`src/rtl/wb_stream_reader_ctrl.sv`:
```
// rtl/wb_stream_reader_ctrl.sv - Wishbone burst reader that streams a memory buffer into a downstream FIFO
module wb_stream_reader_ctrl #(
    parameter int WB_AW   = 32,
    parameter int WB_DW   = 32,
    parameter int FIFO_AW = 5
) (
    input  logic                 wb_clk_i,
    input  logic                 wb_rst_ni,
    output logic [WB_AW-1:0]     wbm_adr_o,
    output logic [WB_DW/8-1:0]   wbm_sel_o,
    output logic                 wbm_we_o,
    output logic                 wbm_cyc_o,
    output logic                 wbm_stb_o,
    output logic [2:0]           wbm_cti_o,
    output logic [1:0]           wbm_bte_o,
    input  logic [WB_DW-1:0]     wbm_dat_i,
    input  logic                 wbm_ack_i,
    input  logic                 wbm_err_i,
    output logic [WB_DW-1:0]     fifo_d_o,
    output logic                 fifo_wr_o,
    input  logic [FIFO_AW:0]     fifo_cnt_i,
    input  logic                 enable_i,
    input  logic [WB_AW-1:0]     start_adr_i,
    input  logic [WB_AW-1:0]     buf_size_i,
    input  logic [WB_AW-1:0]     burst_size_i,
    output logic                 busy_o,
    output logic [WB_DW-1:0]     tx_cnt_o
);

    typedef enum logic [1:0] {
        ST_IDLE,
        ST_WAIT_SPACE,
        ST_BURST
    } state_t;

    localparam logic [FIFO_AW:0] FIFO_DEPTH = {1'b1, {FIFO_AW{1'b0}}};

    state_t             state_q, state_d;
    logic [WB_AW-1:0]   start_adr_q, start_adr_d;
    logic [WB_AW-1:0]   total_words_q, total_words_d;
    logic [WB_AW-1:0]   burst_size_q, burst_size_d;
    logic [WB_AW-1:0]   beats_left_q, beats_left_d;
    logic [WB_DW-1:0]   tx_cnt_q, tx_cnt_d;
    logic               cyc_q, cyc_d;

    logic [WB_AW-1:0]   tx_cnt_aw;
    logic [WB_AW-1:0]   remaining;
    logic [WB_AW-1:0]   burst_eff;
    logic [WB_AW-1:0]   next_len;
    logic [WB_AW-1:0]   fifo_space;
    logic               in_burst;
    logic               last_beat;
    logic               good_ack;

    // Derived quantities: words left, next burst length and free FIFO room
    always_comb begin
        tx_cnt_aw  = WB_AW'(tx_cnt_q);
        remaining  = total_words_q - tx_cnt_aw;
        burst_eff  = (burst_size_q == '0) ? WB_AW'(1) : burst_size_q;
        next_len   = (burst_eff < remaining) ? burst_eff : remaining;
        fifo_space = (fifo_cnt_i >= FIFO_DEPTH) ? '0 : WB_AW'(FIFO_DEPTH - fifo_cnt_i);
        in_burst   = (state_q == ST_BURST);
        last_beat  = (beats_left_q == WB_AW'(1));
        good_ack   = in_burst && wbm_ack_i && !wbm_err_i;
    end

    // Output decode; read data passes straight through to the FIFO on an ack
    always_comb begin
        wbm_adr_o = start_adr_q + (tx_cnt_aw << 2);
        wbm_sel_o = '1;
        wbm_we_o  = 1'b0;
        wbm_cyc_o = cyc_q;
        wbm_stb_o = cyc_q;
        wbm_bte_o = 2'b00;
        wbm_cti_o = in_burst ? (last_beat ? 3'b111 : 3'b010) : 3'b000;
        fifo_d_o  = wbm_dat_i;
        fifo_wr_o = good_ack;
        busy_o    = (state_q != ST_IDLE);
        tx_cnt_o  = tx_cnt_q;
    end

    // Next-state logic: start on enable, wait for FIFO room, run one burst at a time
    always_comb begin
        state_d       = state_q;
        start_adr_d   = start_adr_q;
        total_words_d = total_words_q;
        burst_size_d  = burst_size_q;
        beats_left_d  = beats_left_q;
        tx_cnt_d      = tx_cnt_q;
        cyc_d         = cyc_q;
        case (state_q)
            ST_IDLE: begin
                if (enable_i) begin
                    start_adr_d   = start_adr_i;
                    total_words_d = buf_size_i >> 2;
                    burst_size_d  = burst_size_i;
                    tx_cnt_d      = '0;
                    state_d       = ST_WAIT_SPACE;
                end
            end
            ST_WAIT_SPACE: begin
                if (remaining == '0) begin
                    state_d = ST_IDLE;
                end else if (fifo_space >= next_len) begin
                    beats_left_d = next_len;
                    cyc_d        = 1'b1;
                    state_d      = ST_BURST;
                end
            end
            ST_BURST: begin
                if (wbm_err_i) begin
                    cyc_d   = 1'b0;
                    state_d = ST_IDLE;
                end else if (wbm_ack_i) begin
                    tx_cnt_d     = tx_cnt_q + WB_DW'(1);
                    beats_left_d = beats_left_q - WB_AW'(1);
                    if (last_beat) begin
                        cyc_d   = 1'b0;
                        state_d = (remaining == WB_AW'(1)) ? ST_IDLE : ST_WAIT_SPACE;
                    end
                end
            end
            default: begin
                cyc_d   = 1'b0;
                state_d = ST_IDLE;
            end
        endcase
    end

    // State and datapath registers, cleared immediately by reset
    always_ff @(posedge wb_clk_i or negedge wb_rst_ni) begin
        if (!wb_rst_ni) begin
            state_q       <= ST_IDLE;
            start_adr_q   <= '0;
            total_words_q <= '0;
            burst_size_q  <= '0;
            beats_left_q  <= '0;
            tx_cnt_q      <= '0;
            cyc_q         <= 1'b0;
        end else begin
            state_q       <= state_d;
            start_adr_q   <= start_adr_d;
            total_words_q <= total_words_d;
            burst_size_q  <= burst_size_d;
            beats_left_q  <= beats_left_d;
            tx_cnt_q      <= tx_cnt_d;
            cyc_q         <= cyc_d;
        end
    end

endmodule

```
`config.mk`:
```
export PLATFORM = sky130hd
export DESIGN_NAME = wb_stream_reader_ctrl
export DESIGN_NICKNAME = d
export VERILOG_FILES = /design/src/rtl/wb_stream_reader_ctrl.sv
export SDC_FILE = /design/constraint.sdc
export NUM_CORES = 1
export LEC_CHECK = 0
export BUFFER_PORTS_ARGS = -buffer_cell sky130_fd_sc_hd__clkbuf_2
export CAP_MARGIN = 15
export CORE_ASPECT_RATIO = 1.4
export CORE_MARGIN = 2
export CORE_UTILIZATION = 52
export DETAILED_ROUTE_END_ITERATION = 8
export PLACE_DENSITY = 0.78
export SLEW_MARGIN = 20
export SYNTH_ARGS = -nofsm -noshare
export SYNTH_HDL_FRONTEND = slang
export SYNTH_SLANG_ARGS = --single-unit
```
`constraint.sdc`:
```
create_clock -name wb_clk_i -period 6.1 [get_ports wb_clk_i]
set_clock_uncertainty 0.15 [all_clocks]
set_input_delay 0.915 -clock wb_clk_i [delete_from_list [all_inputs] [get_ports wb_clk_i]]
set_output_delay 0.915 -clock wb_clk_i [all_outputs]
set_load 0.1 [all_outputs]
```
==> results.yml <==
run_status:
  status: "finished with violations"
  violations: "negative setup slack"
setup_path:
  start_kind: "register"
  crit_top_cell: "o211ai_1"
  required_ns: 6.28
  arrival_ns: 6.78
  endpoint_kind: "register"
  critical_path_peak_fanout: 6
  slowest_stage: "dfrtp_4"
  rr_worst_depth: 30
  reg2reg_slack_ns: -0.50
  critPathMaxStageDelay_ns: 0.49
  crit_type: "register to register"
  r2r-start: "tx_cnt_o[0]"
  r2r-end: "beats_left_q[1]"
cts:
  clock-sinks: 161
  cts_tree: "built"
  clkLatencyLatePin_ns: 0.45
  clockBufferDepth: 2
  htreeDepth: 4
  cts.clk_slew.worst_paths_ns: 0.07
  cts_root_buf: "clkbuf_16"
  cts_hold_buf: 0
  cts-buffers-inserted: 17
place:
  port_buffers: 175
  globalplace.congestion: 0.903
  place_area_um2: 16500
  dp_hpwl_um: 30800
  post-place-cells: 2195
synth:
  synth_area_leader_cell: "dfrtp_1"
  synth-seq-area-share: 0.295
  avgSynthCellArea_um2: 8.77
  netlist_instances: 1556
  ys_ff_latch: 161
  ys_warn_count: 0
  yosysUniqueCellTypes: 101
  synthArstFlopShare: 1.00
  syn_area_um2: 13600
  synth_area_leaders: "dfrtp_1, ha_1, mux2_2"
  synth.top_cell.area_share: 0.295
  synth_edf_count: 0
  synth-main-ff-cell: "dfrtp_1"
timing:
  post-route-min-period_ns: 6.60
  setup-violations-final: 35
  timing.fmax_ghz: 0.151
  rsz0062_at_grt: "yes"
  tightest_slew_ns: 0.963
  finalHoldViolCount: 0
  maxSlewViolCount: 0
  setup_ws_ns: -0.504
  slew_headroom: 0.358
  fin_crit_sh: 1.08
final_layout:
  fin_area_um2: 17800
  instances_no_fill: 2258
  fin_nets: 2188
  drive_gt1_frac: 0.383
  fillers: 1904
  diodes: 0
  multi_input_area_um2: 9070
  area.growth.synth_to_final_pct: 30.2
  area.sequential_um2: 4100
floorplanning:
  die_h_um: 196
  ios: 249
  rows: 70
  initial_core_util: 0.525
  coreArea_um2: 26000
  die_x_um: 141
  die_area_um2: 27600
grt:
  antenna_found_initial: 0
  grt_max_degree: 130
  grt_pass1_wl_um: 66200
  overflow: 0
  grt_use_total: 0.296
  grt_pass1_vias: 13800
routing:
  ant_nets: 0
  drt-initial-drc-count: 871
  dr.pass1.iters: 5
  viasPerCell: 6.01
  route.detailed.drc: 0
  wl_per_cell_um: 18.6
  drt-total-wl_um: 42000
  vias: 13600
job:
  cap_violations: 0
worst_hold_path:
  worstHoldPathType: "primary input to async pin"
## synthesized netlist by cell type, types with 13 or more instances
library cell and number:
dfrtp_1 161, nor2_1 136, ha_1 126, nand2_1 100, a21oi_1 98, mux2_2 91
o21ai_0 88, inv_1 80, clkbuf_1 62, xnor2_1 58, buf_4 51, a21o_1 43
nor3_1 34, nand3_1 30, nand4_1 29, nor4_1 26, mux2i_1 18, xor2_1 18
nand2b_1 17, buf_2 16, a211oi_1 15, o211ai_1 14, o21a_1 14, a31oi_1 13
## routing by layer
metal  global-route usage  wire, µm  vias to the layer above
li1                     -         -                     6311
met1                0.317     15400                     6497
met2                0.544     21900                      581
met3               0.0422      2150                      172
met4                0.184      2560                        0
met5                    0         0                        -
## cells in the final DEF, fill, tap and decap left out, types with 11 or more instances in the layout
master,n
a21oi_2,14
nor2_1,126
buf_6,11
ha_1,120
dfrtp_4,12
dfrtp_1,132
a31oi_1,11
mux2i_1,13
nand2_1,100
o211ai_1,14
xnor2_1,57
nand3_1,30
clkbuf_2,174
buf_4,283
clkbuf_16,19
inv_1,78
o21ai_1,14
a211oi_1,13
a21oi_1,88
o21ai_0,80
nor3_1,30
o21a_1,13
mux2_2,91
xor2_1,18
nor4_1,23
a21o_1,43
dfrtp_2,17
nand4_1,29
nand2b_1,15
## worst max path at each step
stage	start	endpoint	depth (start not counted)
global placement	tx_cnt_o[0]	beats_left_q[15]	29
detailed placement	tx_cnt_o[0]	beats_left_q[16]	29
floorplan	tx_cnt_o[0]	beats_left_q[22]	32
finish	tx_cnt_o[0]	beats_left_q[1]	30
CTS	tx_cnt_o[0]	beats_left_q[1]	30
global route	tx_cnt_o[0]	beats_left_q[1]	31
## registers in the layout, indices dropped and copies added (netlist names)
signal / cells
burst_size_q: 32
tx_cnt_o: 32
total_words_q: 30
beats_left_q: 32
state_q: 2
start_adr_q: 32
wbm_cyc_o: 1
## final cells by class
| cell class | instances | area share |
|---|---|---|
| Clock buffer | 21 | 0.0254 |
| Tap cell | 324 | 0.0228 |
| Timing Repair Buffer | 477 | 0.186 |
| Inverter | 80 | 0.0169 |
| Multi-Input combinational cell | 1184 | 0.511 |
| Clock inverter | 11 | 0.00739 |
| Sequential cell | 161 | 0.230 |
## cells by family (layout without fill, tap and decap cells)
family                   Yosys count  after routing  synth area share
adder cells (fa/ha/maj)          128            128             0.118
AND/OR/NAND/NOR                  455            456             0.167
buffers and inverters            217            589            0.0771
other                              2              7          0.000550
AO/OA/AOI/OAI                    406            406             0.202
flip-flops                       161            161             0.295
multiplexers                     110            110            0.0891
XOR/XNOR                          77             77            0.0500
## critical path, delay by kind of cell, from the launching register on
| kind | cells | cell delay [ns] |
|---|---|---|
| compound gates | 14 | 2.58 |
| fa+ha+maj | 4 | 1.20 |
| buf+inv | 4 | 0.57 |
| flops | 1 | 0.49 |
| mux | 1 | 0.28 |
| simple gates | 7 | 1.21 |
## repair_timing
item / 4_1_cts / 5_1_grt
buffers inserted: 23 / 7
gates resized for setup: 53 / 44
setup endpoints to repair: 35 / 35
cloned: 3 / 1
pin swaps: 43 / 49
## stage by stage
step	util	hold slack [ns]	setup WS, ns	setup TNS [ns]
2_1_floorplan	-	0.330	-0.157	-3.02
3_3_place_gp	0.633	0.339	-0.481	-14.28
3_5_place_dp	0.633	0.351	-0.649	-19.14
4_1_cts	0.672	0.306	-0.281	-6.87
5_1_grt	0.683	0.326	-0.738	-22.69
6_report	0.683	0.295	-0.504	-14.71
Power is left out: the tool's default activity adds up to more than one toggle a clock period on the data nets, which glitch-free logic cannot reach.
